--- src/rtl/ups_pkg.sv ---
// Shared types and constants for the UPS DAC serial transmit path.
package ups_pkg;
  localparam int UPS_DAC_W = 16;

  typedef enum logic [2:0] {
    DTX_IDLE,
    DTX_SETUP,
    DTX_SHIFT,
    DTX_HOLD,
    DTX_GAP
  } dac_tx_state_t;
endpackage

--- src/rtl/ups_dac_spi_tx_if.sv ---
// Controller-to-DAC transmit bundle; dac_ldac_n exists only when UPS_DAC_LDAC_EN is defined.
interface ups_dac_spi_tx_if
  import ups_pkg::*;
#(
  parameter int DATA_W = UPS_DAC_W,
  parameter int DROP_W = 8
);
  logic [DATA_W-1:0] dac;
  logic              dac_dv;
  logic              busy;
  logic              done;
  logic [DROP_W-1:0] drop_cnt;
  logic              dac_sclk;
  logic              dac_cs_n;
  logic              dac_mosi;
`ifdef UPS_DAC_LDAC_EN
  logic              dac_ldac_n;

  modport master (output dac, dac_dv,
                  input  busy, done, drop_cnt, dac_sclk, dac_cs_n, dac_mosi, dac_ldac_n);
  modport slave  (input  dac, dac_dv,
                  output busy, done, drop_cnt, dac_sclk, dac_cs_n, dac_mosi, dac_ldac_n);
`else
  modport master (output dac, dac_dv,
                  input  busy, done, drop_cnt, dac_sclk, dac_cs_n, dac_mosi);
  modport slave  (input  dac, dac_dv,
                  output busy, done, drop_cnt, dac_sclk, dac_cs_n, dac_mosi);
`endif
endinterface

--- src/rtl/ups_sclk_tick.sv ---
// Half-period timer: tick marks the last cycle of each CLK_DIV-long phase; restart reloads it.
// With UPS_DAC_LDAC_EN, extra stretches the phase begun by restart by one cycle.
module ups_sclk_tick #(
  parameter int CLK_DIV = 4
) (
  input  logic clk,
  input  logic rst,
  input  logic restart,
`ifdef UPS_DAC_LDAC_EN
  input  logic extra,
  output logic two_left,
`endif
  output logic tick
);
  logic [7:0] cnt;
  logic [7:0] reload;

`ifdef UPS_DAC_LDAC_EN
  assign reload   = 8'(CLK_DIV - 1) + {7'd0, extra};
  assign two_left = (cnt == 8'd2);
`else
  assign reload   = 8'(CLK_DIV - 1);
`endif

  always_ff @(posedge clk) begin
    if (rst)          cnt <= 8'(CLK_DIV - 1);
    else if (restart) cnt <= reload;
    else              cnt <= cnt - 8'd1;
  end

  assign tick = (cnt == 8'd0);
endmodule

--- src/rtl/ups_dac_spi_tx.sv ---
// SPI mode-0 DAC transmitter with one latest-wins pending word and a saturating drop counter.
// UPS_DAC_LDAC_EN adds dac_ldac_n and stretches the inter-frame gap by one cycle.
module ups_dac_spi_tx
  import ups_pkg::*;
#(
  parameter int CLK_DIV = 4,
  parameter int DATA_W  = UPS_DAC_W,
  parameter int DROP_W  = 8
) (
  input logic             clk,
  input logic             rst,
  ups_dac_spi_tx_if.slave bus
);
  localparam int BIT_W = $clog2(DATA_W) + 1;
  localparam logic [BIT_W-1:0] LAST_BIT = BIT_W'(DATA_W - 1);

  dac_tx_state_t     state;
  logic [DATA_W-2:0] rest;
  logic [DATA_W-1:0] pend, launch_word;
  logic              pend_vld;
  logic [BIT_W-1:0]  bit_cnt;
  logic [DROP_W-1:0] drop_cnt;
  logic              busy, done, sclk, cs_n, mosi;
  logic              tick, restart, launch, launch_slot;

  // Counter is held in reload while idle so SETUP always gets a full half-period.
  assign restart     = tick || (state == DTX_IDLE);
  assign launch_slot = (state == DTX_GAP) && tick;

`ifdef UPS_DAC_LDAC_EN
  logic extra, two_left, ldac_n;
  assign extra          = (state == DTX_HOLD);
  assign bus.dac_ldac_n = ldac_n;
`endif

  ups_sclk_tick #(.CLK_DIV(CLK_DIV)) u_tick (
    .clk     (clk),
    .rst     (rst),
    .restart (restart),
`ifdef UPS_DAC_LDAC_EN
    .extra   (extra),
    .two_left(two_left),
`endif
    .tick    (tick)
  );

  always_comb begin
    launch      = 1'b0;
    launch_word = bus.dac;
    if (state == DTX_IDLE) begin
      launch = bus.dac_dv;
    end else if (launch_slot) begin
      launch = bus.dac_dv || pend_vld;
      if (!bus.dac_dv) launch_word = pend;
    end
  end

  always_ff @(posedge clk) begin
    if (rst) begin
      state    <= DTX_IDLE;
      rest     <= '0;
      pend     <= '0;
      pend_vld <= 1'b0;
      bit_cnt  <= '0;
      drop_cnt <= '0;
      busy     <= 1'b0;
      done     <= 1'b0;
      sclk     <= 1'b0;
      cs_n     <= 1'b1;
      mosi     <= 1'b0;
`ifdef UPS_DAC_LDAC_EN
      ldac_n   <= 1'b1;
`endif
    end else begin
      done <= 1'b0;
      // Any dv outside IDLE that finds a word already waiting loses that word.
      if (bus.dac_dv && pend_vld && state != DTX_IDLE && drop_cnt != '1)
        drop_cnt <= drop_cnt + DROP_W'(1);
      if (launch_slot) begin
        pend_vld <= 1'b0;
      end else if (bus.dac_dv && state != DTX_IDLE) begin
        pend     <= bus.dac;
        pend_vld <= 1'b1;
      end

      case (state)
        DTX_SETUP: if (tick) begin
          state   <= DTX_SHIFT;
          bit_cnt <= '0;
        end
        DTX_SHIFT: if (tick) begin
          if (!sclk) begin
            sclk <= 1'b1;
          end else begin
            sclk <= 1'b0;
            if (bit_cnt == LAST_BIT) begin
              state <= DTX_HOLD;
            end else begin
              bit_cnt <= bit_cnt + BIT_W'(1);
              mosi    <= rest[DATA_W-2];
              rest    <= {rest[DATA_W-3:0], 1'b0};
            end
          end
        end
        DTX_HOLD: if (tick) begin
          state <= DTX_GAP;
          cs_n  <= 1'b1;
          done  <= 1'b1;
          mosi  <= 1'b0;
`ifdef UPS_DAC_LDAC_EN
          ldac_n <= 1'b0;
`endif
        end
        DTX_GAP: begin
`ifdef UPS_DAC_LDAC_EN
          if (two_left) ldac_n <= 1'b1;
`endif
          if (tick && !launch) begin
            state <= DTX_IDLE;
            busy  <= 1'b0;
          end
        end
        default: ;
      endcase

      if (launch) begin
        state <= DTX_SETUP;
        rest  <= launch_word[DATA_W-2:0];
        mosi  <= launch_word[DATA_W-1];
        cs_n  <= 1'b0;
        sclk  <= 1'b0;
        busy  <= 1'b1;
      end
    end
  end

  assign bus.busy     = busy;
  assign bus.done     = done;
  assign bus.drop_cnt = drop_cnt;
  assign bus.dac_sclk = sclk;
  assign bus.dac_cs_n = cs_n;
  assign bus.dac_mosi = mosi;
endmodule

--- src/flat_wrapper.sv ---
// flat-port wrapper written by rule: the top's interface ports become plain ports
module ups_dac_spi_tx_flat import ups_pkg::*;
#(
  parameter int CLK_DIV = 4,
  parameter int DATA_W  = UPS_DAC_W,
  parameter int DROP_W  = 8
)
  (clk, rst, bus_dac, bus_dac_dv, bus_busy, bus_done, bus_drop_cnt, bus_dac_sclk, bus_dac_cs_n, bus_dac_mosi);
  ups_dac_spi_tx_if #(.DATA_W(DATA_W), .DROP_W(DROP_W)) bus_i ();
  input logic clk;
  input logic rst;
  input wire logic [$bits(bus_i.dac)-1:0] bus_dac;
  input wire logic [$bits(bus_i.dac_dv)-1:0] bus_dac_dv;
  output wire logic [$bits(bus_i.busy)-1:0] bus_busy;
  output wire logic [$bits(bus_i.done)-1:0] bus_done;
  output wire logic [$bits(bus_i.drop_cnt)-1:0] bus_drop_cnt;
  output wire logic [$bits(bus_i.dac_sclk)-1:0] bus_dac_sclk;
  output wire logic [$bits(bus_i.dac_cs_n)-1:0] bus_dac_cs_n;
  output wire logic [$bits(bus_i.dac_mosi)-1:0] bus_dac_mosi;
  assign bus_i.dac = bus_dac;
  assign bus_i.dac_dv = bus_dac_dv;
  assign bus_busy = bus_i.busy;
  assign bus_done = bus_i.done;
  assign bus_drop_cnt = bus_i.drop_cnt;
  assign bus_dac_sclk = bus_i.dac_sclk;
  assign bus_dac_cs_n = bus_i.dac_cs_n;
  assign bus_dac_mosi = bus_i.dac_mosi;
  ups_dac_spi_tx #(.CLK_DIV(CLK_DIV), .DATA_W(DATA_W), .DROP_W(DROP_W)) u_core (.clk(clk), .rst(rst), .bus(bus_i));
endmodule
--- config.mk ---
export PLATFORM = sky130hd
export DESIGN_NAME = ups_dac_spi_tx_flat
export DESIGN_NICKNAME = d
export VERILOG_FILES = /design/src/rtl/ups_pkg.sv /design/src/rtl/ups_dac_spi_tx_if.sv /design/src/rtl/ups_sclk_tick.sv /design/src/rtl/ups_dac_spi_tx.sv /design/src/flat_wrapper.sv
export SDC_FILE = /design/constraint.sdc
export NUM_CORES = 1
export LEC_CHECK = 0
export ABC_AREA = 1
export BUFFER_PORTS_ARGS = -buffer_cell sky130_fd_sc_hd__buf_2
export CORE_MARGIN = 3
export CORE_UTILIZATION = 51
export DETAILED_ROUTE_END_ITERATION = 10
export PLACE_DENSITY = 0.7
export SKIP_LAST_GASP = 1
export SYNTH_ARGS = -nofsm -noshare
export SYNTH_HDL_FRONTEND = slang
export SYNTH_SLANG_ARGS = --single-unit
--- constraint.sdc ---
create_clock -name clk -period 3.4 [get_ports clk]
set_input_delay 0.34 -clock clk [delete_from_list [all_inputs] [get_ports clk]]
set_output_delay 0.34 -clock clk [all_outputs]
set_load 0.02 [all_outputs]
==> out/results.ini <==
[yosys]
synth_top_area_share_pct=37.0
async_reset_ff_share_pct=0
synth_top_area_cell=dfxtp_1
synth_commonest_cells=175 x nand2_1, 87 x nor2_1, 61 x dfxtp_1
synth_area_leaders=dfxtp_1 37%, nand2_1 20%, nor2_1 9.9%, o21ai_0 5.6%, nand3_1 3.6%
ys.flop_type=dfxtp_1
syn_nets=528
yosysSeqAreaShare_pct=37.0
syn_inst=505
synth_area_per_cell_um2=6.54
synth_cell_types=31
synth.most_common_cell=nand2_1
synth_warnings=0
synth_area_um2=3300
synth-edff-count=0
ys_ff_latch=61

[timing]
period_minus_slack_ps=2380
rsz0062_at_grt=no
skew_ps=8.37
slew_headroom_pct=31.2
timing_worst_slew_pin_value_ps=1030
timing.fmax_mhz=421
fin_crit_sh_pct=69.9
drv_slew=0
setup_viol=0
hold_violations=0
fin_tns_setup_ps=0
setup_ws_ps=1020

[placed_design]
gp_congestion=0.823
post-place-ws_ps=1030
hpwl_um=4950
portBuffers=31

[route]
ant_nets=0
drtIter0Drc=114
dr.pass1.iters=4
wirelength_um=7050
vias=3063
viasPerCell=5.05
drc=0
detail_route.wl_per_cell_um=11.6

[global_routing]
grt_max_degree=40
grtUsageMet3_pct=5.99
use_met2_pct=37.6
grt_pass1_vias=2934
antenna_found_initial=0
top_usage_layer=met2
gr-total-overflow=0
grt_pass1_wl_um=12400
grt_usage_pct=20.5
use_met1_pct=22.6

[clock_tree]
cts.repair.resized=0
htree_levels=3
cts_tree=done
cts_hold_buf=0
clk_latency_ps=330
numCtsBuffers=9
clock_sinks=61
cts_setup_buffers=0
clk_pin_slew_ps=70
root_buffer=clkbuf_8
cts_buffer_depth=2

[setup_path]
crit_path_start_kind=flip-flop
critical_path.max_stage_delay_ps=360
worstPathRequired_ps=3620
crit_path_cell_trace=inv_1 > ha_1 > nand2_2 > nor2_8 > nand2_4 > nand2_1 > nand2_2 > nand2_2 > inv_2 > nor2_1 > nor2_1
end_kind=flip-flop
critPathSlowestCell=nor2_8
critPathMostFrequentCell=nand2_2
critPathKind=reg -> reg
critPathMaxFanout=26
worstPathArrival_ps=2600

[layout]
layout.nets=549
antenna_cells=0
drive_gt1_share_pct=13.6
syn_to_final_growth_pct=9.81
fillers=610

[floorplanning]
ios=32
fp-row-count=28
start_util_pct=54.2
coreArea_um2=6100
die_area_um2=7480
dieHeight_um=86.5
fp.dieW_um=86.5

[pwr]
ir_drop_v=0.000318
p_leak_nw=1.76
power.density_nw_per_um2=650

[min_path]
hold_path.class=in -> reg

[job]
drv_cap=0

[run_status]
status=complete, no violations

## flip-flops by register name, indices dropped and copies added, names as in the netlist
register             count
u_core.pend             16
u_core.rest             15
u_core.bus.drop_cnt      8
u_core.u_tick.cnt        8
u_core.bit_cnt           5
u_core.state             3
u_core.bus.busy          1
u_core.bus.dac_cs_n      1
u_core.bus.dac_mosi      1
u_core.bus.dac_sclk      1
u_core.bus.done          1
u_core.pend_vld          1
## critical path: cells and delay by family (launching register included)
family	cells	cell delay (ps)
AND/OR/NAND/NOR	8	1510
flip-flops	1	310
adder cells (fa/ha/maj)	1	200
buffers and inverters	2	240
## worst paths after layout
check | startpoint | end | slack, ps | cells past startpoint
worst min register to register | u_core.u_tick.cnt[0]$_SDFF_PP1_ | u_core.u_tick.cnt[0]$_SDFF_PP1_ | 390 | 1
worst max register to register | u_core.u_tick.cnt[0]$_SDFF_PP1_ | u_core.rest[8]$_SDFFE_PP0P_ | 1020 | 11
worst max-delay path | u_core.u_tick.cnt[0]$_SDFF_PP1_ | u_core.rest[8]$_SDFFE_PP0P_ | 1020 | 11
worst min-delay path | bus_dac[6] | u_core.pend[6]$_SDFFE_PP0P_ | 260 | 3
## cell type report
class / count / area [um^2] / area share [%]
multi-input cells: 391 / 1810 / 50.0
flip-flops and latches: 61 / 1220 / 33.7
clock buffers: 12 / 155 / 4.28
repair buffers: 31 / 155 / 4.28
inverters: 32 / 120 / 3.31
well taps: 75 / 93.8 / 2.59
clock inverters: 4 / 70.1 / 1.93
## per-stage QoR
stage | instances | area (um^2) | hold WS, ps | power [mW] | util (%)
floorplan | 505 | 3300 | 365 | 1.54 | -
global placement | 590 | 3400 | 374 | 1.64 | 55.8
detailed placement | 590 | 3400 | 377 | 1.65 | 55.8
CTS | 606 | 3630 | 245 | 2.39 | 59.5
global route | 606 | 3630 | 254 | 2.55 | 59.5
finish | 606 | 3630 | 265 | 2.36 | 59.5
## power by group
part           internal [mW]  switching (mW)
clock                  0.451           0.272
combinational          0.223           0.496
sequential             0.850          0.0686
total                   1.52           0.836
## routing by layer
layer | up-vias | wire (um)
li1 | 1630 | -
met1 | 1371 | 3160
met2 | 53 | 3570
met3 | 9 | 240
met4 | 0 | 68
met5 | - | 0
## cells by family after synthesis
kind of cell               after synthesis  share of synthesized area (%)
xor gates and xnor gates                11                           2.92
buffers and inverters                   53                           8.18
DFF                                     61                           37.0
muxes                                    1                          0.303
and+or+nand+nor                        316                           40.6
AOI/OAI and AO/OA                       59                           9.58
adders and majority gates                4                           1.51
## cell usage in the layout (no fill, tap or decap), types with 2 or more instances in the layout
cell,netlist,final
a21oi_1,17,17
buf_2,6,31
bufinv_16,0,2
clkbuf_8,0,11
clkinv_2,0,2
dfxtp_1,61,61
ha_1,4,4
inv_1,27,27
inv_2,5,5
nand2_1,175,175
nand2_2,6,6
nand2_4,2,2
nand3_1,24,24
nand4_1,7,7
nor2_1,87,87
nor2_2,2,2
nor2_4,3,3
nor3_1,4,4
o21ai_0,37,37
o21ai_2,2,2
or2_2,2,2
xnor2_1,2,2
xor2_1,9,9
Note: power is estimated with default switching activity, not from simulation.
